File: src/rtl/uart_frame_loader.sv
// uart_frame_loader
//   Byte-stream frame loader between a UART wrapper and NUM_BANKS memories.
//   Frame: A5, CMD, ADDR_H, ADDR_L, CNT, N*BYTES payload, CHK (XOR CMD..payload).
//   Replies one byte per frame: ACK 0x06 or NAK 0x15.
// Ports:
//   clk, rst            clock, async active-high reset
//   rx_byte/rx_valid    received byte strobe
//   tx_byte/tx_valid/tx_ready  reply byte handshake
//   mem_wr_en/bank/addr/data   registered one-cycle memory write port
//   busy                registered (state != IDLE)
//   frame_ok            pulse when ACK issued
//   overrun             sticky: byte arrived while a reply was pending
module uart_frame_loader #(
    parameter int INSTR_WIDTH    = 32,
    parameter int DEPTH          = 256,
    parameter int NUM_BANKS      = 2,
    parameter int BIG_ENDIAN     = 1,
    parameter int TIMEOUT_CYCLES = 50000,
    localparam int AW = $clog2(DEPTH),
    localparam int BW = (NUM_BANKS > 1) ? $clog2(NUM_BANKS) : 1
) (
    input  logic                   clk,
    input  logic                   rst,
    input  logic [7:0]             rx_byte,
    input  logic                   rx_valid,
    output logic [7:0]             tx_byte,
    output logic                   tx_valid,
    input  logic                   tx_ready,
    output logic                   mem_wr_en,
    output logic [BW-1:0]          mem_wr_bank,
    output logic [AW-1:0]          mem_wr_addr,
    output logic [INSTR_WIDTH-1:0] mem_wr_data,
    output logic                   busy,
    output logic                   frame_ok,
    output logic                   overrun
);
    localparam int BYTES = INSTR_WIDTH / 8;
    localparam int BCW   = (BYTES > 1) ? $clog2(BYTES) : 1;
    localparam int TW    = (TIMEOUT_CYCLES > 0) ? $clog2(TIMEOUT_CYCLES + 1) : 1;
    localparam logic [BCW-1:0] BC_LAST  = BCW'(BYTES - 1);
    localparam logic [TW-1:0]  TMO_LAST = (TIMEOUT_CYCLES > 0) ? TW'(TIMEOUT_CYCLES - 1) : '0;
    localparam logic [4:0]     NB       = 5'(NUM_BANKS);

    localparam logic [7:0] SOF = 8'hA5;
    localparam logic [7:0] ACK = 8'h06;
    localparam logic [7:0] NAK = 8'h15;

    localparam logic [2:0] S_IDLE  = 3'd0;
    localparam logic [2:0] S_CMD   = 3'd1;
    localparam logic [2:0] S_ADDRH = 3'd2;
    localparam logic [2:0] S_ADDRL = 3'd3;
    localparam logic [2:0] S_CNT   = 3'd4;
    localparam logic [2:0] S_DATA  = 3'd5;
    localparam logic [2:0] S_CHK   = 3'd6;
    localparam logic [2:0] S_RESP  = 3'd7;

    logic [2:0]             state_q, state_d;
    logic [7:0]             xor_q, xor_d;
    logic [BW-1:0]          bank_q, bank_d;
    logic                   bad_q, bad_d;
    logic [AW-1:0]          addr_q, addr_d;
    logic [8:0]             words_q, words_d;
    logic [BCW-1:0]         bcnt_q, bcnt_d;
    logic [INSTR_WIDTH-1:0] sh_q, sh_d;
    logic [TW-1:0]          tmo_q, tmo_d;
    logic [7:0]             tx_byte_q, tx_byte_d;
    logic                   tx_valid_q, tx_valid_d;
    logic                   frame_ok_q, frame_ok_d;
    logic                   overrun_q, overrun_d;
    logic                   busy_q;
    logic                   wr_en_q, wr_en_d;
    logic [BW-1:0]          wr_bank_q, wr_bank_d;
    logic [AW-1:0]          wr_addr_q, wr_addr_d;
    logic [INSTR_WIDTH-1:0] wr_data_q, wr_data_d;
    logic                   in_frame;

    assign in_frame = (state_q != S_IDLE) && (state_q != S_RESP);

    always_comb begin
        state_d    = state_q;
        xor_d      = xor_q;
        bank_d     = bank_q;
        bad_d      = bad_q;
        addr_d     = addr_q;
        words_d    = words_q;
        bcnt_d     = bcnt_q;
        sh_d       = sh_q;
        tmo_d      = '0;
        tx_byte_d  = tx_byte_q;
        tx_valid_d = tx_valid_q;
        frame_ok_d = 1'b0;
        overrun_d  = overrun_q;
        wr_en_d    = 1'b0;
        wr_bank_d  = wr_bank_q;
        wr_addr_d  = wr_addr_q;
        wr_data_d  = wr_data_q;

        // XOR covers every byte from CMD through the last payload byte.
        if (rx_valid && (state_q inside {S_CMD, S_ADDRH, S_ADDRL, S_CNT, S_DATA}))
            xor_d = xor_q ^ rx_byte;

        case (state_q)
            S_IDLE: if (rx_valid && rx_byte == SOF) begin
                state_d = S_CMD;
                xor_d   = '0;
                bad_d   = 1'b0;
                bcnt_d  = '0;
            end
            S_CMD: if (rx_valid) begin
                if (rx_byte[7:4] != 4'h1) begin
                    state_d    = S_RESP;
                    tx_valid_d = 1'b1;
                    tx_byte_d  = NAK;
                end else begin
                    state_d = S_ADDRH;
                    bank_d  = rx_byte[BW-1:0];
                    // Out-of-range bank: consume the frame but never write.
                    bad_d   = {1'b0, rx_byte[3:0]} >= NB;
                end
            end
            S_ADDRH: if (rx_valid) begin
                // High byte lands in bits [15:8]; the cast drops bits above AW.
                addr_d  = AW'({rx_byte, 8'h00});
                state_d = S_ADDRL;
            end
            S_ADDRL: if (rx_valid) begin
                addr_d  = addr_q | AW'(rx_byte);
                state_d = S_CNT;
            end
            S_CNT: if (rx_valid) begin
                words_d = (rx_byte == 8'h00) ? 9'd256 : 9'(rx_byte);
                state_d = S_DATA;
            end
            S_DATA: if (rx_valid) begin
                if (BIG_ENDIAN != 0)
                    sh_d = (sh_q << 8) | INSTR_WIDTH'(rx_byte);
                else
                    sh_d = (sh_q >> 8) | (INSTR_WIDTH'(rx_byte) << (INSTR_WIDTH - 8));
                if (bcnt_q == BC_LAST) begin
                    bcnt_d    = '0;
                    wr_en_d   = !bad_q;
                    wr_bank_d = bank_q;
                    wr_addr_d = addr_q;
                    wr_data_d = sh_d;
                    addr_d    = addr_q + 1'b1;   // wraps modulo DEPTH
                    words_d   = words_q - 9'd1;
                    if (words_q == 9'd1) state_d = S_CHK;
                end else begin
                    bcnt_d = bcnt_q + 1'b1;
                end
            end
            S_CHK: if (rx_valid) begin
                state_d    = S_RESP;
                tx_valid_d = 1'b1;
                if (rx_byte == xor_q && !bad_q) begin
                    tx_byte_d  = ACK;
                    frame_ok_d = 1'b1;
                end else begin
                    tx_byte_d  = NAK;
                end
            end
            default: begin // S_RESP
                if (rx_valid) overrun_d = 1'b1;
                if (tx_valid_q && tx_ready) begin
                    tx_valid_d = 1'b0;
                    state_d    = S_IDLE;
                end
            end
        endcase

        // Idle-gap timeout; only counts on cycles without a byte, so it never
        // collides with a byte-driven transition above.
        if (in_frame && TIMEOUT_CYCLES > 0 && !rx_valid) begin
            tmo_d = tmo_q + 1'b1;
            if (tmo_q == TMO_LAST) begin
                state_d    = S_RESP;
                tx_valid_d = 1'b1;
                tx_byte_d  = NAK;
                tmo_d      = '0;
            end
        end
    end

    always_ff @(posedge clk or posedge rst) begin
        if (rst) begin
            state_q    <= S_IDLE;
            xor_q      <= '0;
            bank_q     <= '0;
            bad_q      <= 1'b0;
            addr_q     <= '0;
            words_q    <= '0;
            bcnt_q     <= '0;
            sh_q       <= '0;
            tmo_q      <= '0;
            tx_byte_q  <= '0;
            tx_valid_q <= 1'b0;
            frame_ok_q <= 1'b0;
            overrun_q  <= 1'b0;
            busy_q     <= 1'b0;
            wr_en_q    <= 1'b0;
            wr_bank_q  <= '0;
            wr_addr_q  <= '0;
            wr_data_q  <= '0;
        end else begin
            state_q    <= state_d;
            xor_q      <= xor_d;
            bank_q     <= bank_d;
            bad_q      <= bad_d;
            addr_q     <= addr_d;
            words_q    <= words_d;
            bcnt_q     <= bcnt_d;
            sh_q       <= sh_d;
            tmo_q      <= tmo_d;
            tx_byte_q  <= tx_byte_d;
            tx_valid_q <= tx_valid_d;
            frame_ok_q <= frame_ok_d;
            overrun_q  <= overrun_d;
            busy_q     <= (state_d != S_IDLE);
            wr_en_q    <= wr_en_d;
            wr_bank_q  <= wr_bank_d;
            wr_addr_q  <= wr_addr_d;
            wr_data_q  <= wr_data_d;
        end
    end

    assign tx_byte     = tx_byte_q;
    assign tx_valid    = tx_valid_q;
    assign frame_ok    = frame_ok_q;
    assign overrun     = overrun_q;
    assign busy        = busy_q;
    assign mem_wr_en   = wr_en_q;
    assign mem_wr_bank = wr_bank_q;
    assign mem_wr_addr = wr_addr_q;
    assign mem_wr_data = wr_data_q;

endmodule

File: config.mk
export PLATFORM = sky130hd
export DESIGN_NAME = uart_frame_loader
export DESIGN_NICKNAME = d
export VERILOG_FILES = /design/src/rtl/uart_frame_loader.sv
export SDC_FILE = /design/constraint.sdc
export NUM_CORES = 1
export LEC_CHECK = 0
export BUFFER_PORTS_ARGS = -buffer_cell sky130_fd_sc_hd__buf_2
export CAP_MARGIN = 25
export CORE_UTILIZATION = 45
export CTS_CLUSTER_DIAMETER = 200
export DETAILED_ROUTE_END_ITERATION = 10
export PLACE_DENSITY = 0.65
export SYNTH_ARGS = -nofsm -noshare
export SYNTH_HDL_FRONTEND = slang
export SYNTH_SLANG_ARGS = --single-unit
File: constraint.sdc
create_clock -name clk -period 9.9 [get_ports clk]
set_clock_uncertainty 0.05 [all_clocks]
set_input_delay 2.475 -clock clk [delete_from_list [all_inputs] [get_ports clk]]
set_output_delay 2.475 -clock clk [all_outputs]
set_load 0.05 [all_outputs]
Word-level counts from Yosys, hierarchy flattened --
Cells that the tools add are included.
Storage, ports and cells: input bits 12, register bits after elaboration 126
Cells by class: equality and inequality tests 21, order comparisons 1, bitwise gates (word level) 5, add/subtract/negate cells 4, reduce and logical (&&, ||, !) cells 27, multiplexer cells 57
Operators with widths (count):
- $mux W8 | 12
- $mux W3 | 13
- $mux W9 | 4
- $mux W16 | 2
- $or A32 B8 Y32 | 1
- $pmux W8 S3 | 1
- $pmux W3 S7 | 1
- $pmux W9 S2 | 1
- $add A16 B1 Y16 const B | 1
- $eq A16 B16 Y1 const B | 1
- $pmux W8 S2 | 1
- $mux W1 | 15
- $ne A2 B2 Y1 const B | 7
- $eq A3 B3 Y1 const B | 3
- $eq A9 B1 Y1 const B | 1
- $reduce_and A3 Y1 | 3
- $reduce_bool A3 Y1 | 3
- $sub A9 B1 Y9 const B | 1
- $add A8 B1 Y8 const B | 1
- $eq A8 B8 Y1 | 1
- $eq A8 B8 Y1 const B | 1
- $logic_not A8 Y1 | 1
- $or A8 B8 Y8 | 1
- $reduce_and A4 Y1 | 2
- other kinds (24) | 37

Logic depth before layout (Yosys ltp) --
depth in word-level cells 8, gate-level depth with buffers 7

Least setup slack after synthesis --
No wires, ideal clock.
kind in2reg, start point input port rx_byte[3], end point register bad_q, data arrival time 3.728 ns, required time 9.721 ns, stages 5, slack 5.993 ns, setup time 0.129 ns, cells stage by stage clkbuf_1 or4_4 nor4_4 buf_4 o22ai_1
On the way: word-level cells in the longest chain between the ends 4, elaborated cells on any way between the ends 8, those cells by class order compare (1); eq/ne (2); mux (3); reduce/logical (2)
Ends and longest elaborated chain:
- start: declaration | line 24 | input logic [7:0] rx_byte,
- $ge A4 B2 Y1 / $eq A8 B8 Y1 (equally long branches) | line 118, 103
- $mux W1 / $logic_and A1 B1 Y1 (equally long branches) | line 110, 103
- $mux W1 / $ne A2 B2 Y1 (equally long branches)
- $pmux W1 S2 / $reduce_and A4 Y1 (equally long branches)
- end signal: assignment | line 189 | bad_q <= 1'b0;
- end signal: assignment | line 208 | bad_q <= bad_d;
- end: declaration | line 60 | logic bad_q, bad_d;
Several ways; a longest one is shown, not always the timed one. The select of a mux whose other input is x is not followed. A chain may end at the register's enable or synchronous reset.

Final worst setup path --
start point input port rx_valid, end point register addr_q[4]
On the way: word-level cells in the longest chain between the ends 2, elaborated cells on any way between the ends 4, those cells by class eq/ne (3); reduce/logical (1)
Ends and longest elaborated chain:
- start: declaration | line 25 | input logic rx_valid,
- $ne A2 B2 Y1 (no line)
- $reduce_and A5 Y1 (no line) (*)
- end signal: assignment | line 209 | addr_q <= addr_d;
- end: declaration | line 61 | logic [AW-1:0] addr_q, addr_d;
Every way passes the cells marked *; elsewhere a longest branch is shown, timed or not.

==> results.py <==
metrics = {
    "timing": {
        "holdWs_ns": 0.413,
        "worstMarginPinSlew_ns": 0.952,
        "slew_headroom_pct": 36.3,
        "period_minus_slack_ns": 4.07,
        "rsz0062_at_grt": "no",
        "setup_viol": 0,
        "setup-tns-final_ns": 0,
        "post-route-period-util_pct": 41.1,
        "max_freq_mhz": 246,
        "finalHoldViolCount": 0,
        "slew_violations": 0,
        "setup_slack_ns": 5.83,
    },
    "run_status": {
        "status": "completed",
    },
    "pwr": {
        "p_leak_nw": 3.27,
        "p_int_w": 0.00137,
        "powerDensity_nw_per_um2": 330,
        "clkPwrFrac_pct": 27.9,
        "p_seq_share_pct": 36.8,
        "vdd_drop_max_v": 0.000118,
        "p_comb_share_pct": 35.3,
        "sw_frac_of_total_pct": 40.5,
        "power.switching_w": 0.000932,
    },
    "floorplan": {
        "die_y_um": 116,
        "rows": 41,
        "design.core.area_um2": 12700,
        "initial_core_util_pct": 46.4,
        "die_x_um": 116,
        "top_level_ports": 66,
        "dieArea_um2": 13500,
    },
    "clock_tree": {
        "tritoncts": "built",
        "cts_root_buffer": "clkbuf_16",
        "h-tree-depth": 4,
        "cts_hold_buf": 0,
        "cts_resized": 0,
        "cts_buffers": 17,
        "clockBufferDepth": 2,
        "cts_num_sinks": 126,
        "post_cts_buffers": 0,
        "clk_latency_ns": 0.40,
        "clk_pin_slew_ns": 0.06,
    },
    "worst_setup_path": {
        "reg2reg_depth": 5,
        "critical_path.endpoint": "addr_q[4]",
        "r2r-end": "addr_q[4]",
        "cp-start-kind": "input pin",
        "crit_type": "input pin to flop",
        "slowest_stage": "nand3_2",
        "critPathArrivalTime_ns": 4.36,
        "cp.required_ns": 10.19,
        "slowest_delay_ns": 0.59,
        "path_cells": "buf_2 > nand3_2 > buf_16 > or4_1 > nand4_1",
        "worst-path-max-fanout": 30,
        "cp-startpoint": "rx_valid",
        "rrSetupSlack_ns": 6.62,
        "end_kind": "flop",
        "reg2reg_from": "state_q[2]",
    },
    "synthesis": {
        "synth_cell_types": 58,
        "yosysTopAreaCellShare_pct": 53.6,
        "yosys_warnings": 0,
        "syn_nets": 616,
        "ys_seq_area_share_pct": 53.6,
        "synth_area_um2": 5880,
        "yosysMostFrequentCell": "nand2_1",
        "ys_top_cells_by_count": "142 x nand2_1, 126 x dfrtp_1, 37 x nor2_1, 26 x nand3_1, 25 x mux2_2",
        "syn_avg_cell_area_um2": 9.83,
        "synth_edf_count": 0,
        "synthArstFlopShare_pct": 100,
        "ys_top_cells_by_area": "dfrtp_1 54%, nand2_1 9.1%, mux2_2 4.8%",
        "ys_ff_latch": 126,
        "syn_inst": 598,
        "synth_ff_type": "dfrtp_1",
        "yosys.area.top_type": "dfrtp_1",
    },
    "grt": {
        "grt_pass1_wl_um": 21500,
        "grt_max_degree": 71,
        "grt_overflow": 0,
        "first_global_vias": 4253,
        "grt_use_total_pct": 20.8,
        "antenna_found_initial": 0,
    },
    "placed_design": {
        "globalplace.congestion": 0.824,
        "hpwl_um": 8160,
        "numPortBuffers": 65,
        "post-place-ws_ns": 5.43,
    },
    "route": {
        "first_pass_iters": 5,
        "via_count": 4502,
        "routed_wl_um": 12900,
        "wl_per_cell_um": 15.5,
        "drtIter0Drc": 363,
        "via_per_inst": 5.40,
        "ant_nets": 0,
        "post-route-drc-count": 0,
    },
    "final_layout": {
        "antenna_cells": 0,
        "nets": 666,
        "drive_gt1_share_pct": 21.3,
        "area_growth_pct": 18.5,
    },
    "flow_run": {
        "maxCapViolations": 0,
    },
    "min_path": {
        "hold_class": "flop to flop",
    },
}
==> flip-flops by register name (all words and copies together), names as in the netlist <==
register     flops
mem_wr_data     32
sh_q            24
tmo_q           16
words_q          9
addr_q           8
mem_wr_addr      8
tx_byte          8
xor_q            8
state_q          3
bcnt_q           2
bad_q            1
bank_q           1
busy             1
frame_ok         1
mem_wr_bank      1
mem_wr_en        1
overrun          1
tx_valid         1
==> layout by cell type (no fill, tap or decap), types with 4 or more instances in the layout <==
master       n
buf_2       65
xnor2_1     15
and2_1      10
nand3_1     25
dfrtp_1    126
a21oi_1     15
or4_1        5
nor2_1      36
a2bb2oi_1    4
mux2_2      25
inv_1       10
nand2_1    142
nor3_1      10
o21ai_0     21
o211ai_1    11
ha_1         6
nand4_1     16
clkbuf_16   17
nor4_1       4
xor2_1      14
a31oi_1      6
inv_6        5
==> final cells by class <==
cell class / count / area [um2]
Sequential cell: 126 / 3150
Fill cell: 1141 / 5710
Clock inverter: 14 / 183
Inverter: 11 / 43.8
Clock buffer: 18 / 429
Multi-Input combinational cell: 423 / 2520
Tap cell: 172 / 215
Timing Repair Buffer: 69 / 415
==> routing by layer <==
metal | routed length (um) | global-route usage [%] | up-vias
li1 | - | - | 2175
met4 | 212 | 7.78 | 0
met5 | 0 | 0 | -
met3 | 615 | 4.62 | 23
met2 | 6220 | 32.1 | 119
met1 | 5900 | 28.9 | 2185
==> worst min path at each step <==
stage	from	to	slack, ns	cells past startpoint
after detailed placement	tx_byte[2]	tx_byte[2]	0.40	1
after CTS	tx_byte[2]	tx_byte[2]	0.41	1
final	tx_byte[2]	tx_byte[2]	0.41	1
after global placement	overrun	overrun	0.39	1
after global routing	sh_q[16]	mem_wr_data[24]	0.43	2
after floorplan	bank_q	mem_wr_bank	0.38	2
==> critical path, delay by kind of cell <==
| family | cells | cell delay, ns |
|---|---|---|
| simple gates | 3 | 1.16 |
| buf+inv | 2 | 0.72 |
==> power groups by stage <==
stage,clock network (W),logic (W),registers [W]
6_report,0.000641,0.000811,0.000846
5_1_grt,0.000674,0.000890,0.000873
4_1_cts,0.000653,0.000807,0.000846
3_5_place_dp,0,0.000800,0.000853
3_3_place_gp,0,0.000781,0.000842
2_1_floorplan,0,0.000426,0.00105
==> per-stage QoR <==
step	std cells	util (%)	power, W	instance area, um2
floorplan	598	-	0.00147	5880
global placement	798	49.5	0.00162	6270
detailed placement	799	49.7	0.00165	6300
CTS	831	54.5	0.00231	6910
global route	833	55.0	0.00244	6960
finish	833	55.0	0.00230	6960
==> cell families after synthesis <==
family                     synth area share [%]
AOI/OAI and AO/OA                          8.28
xor gates and xnor gates                   4.32
adders and majority gates                  1.28
buffers and inverters                      3.62
DFF                                        53.6
muxes                                      4.79
and+or+nand+nor                            24.1
Power figures use the tool's default switching activity.
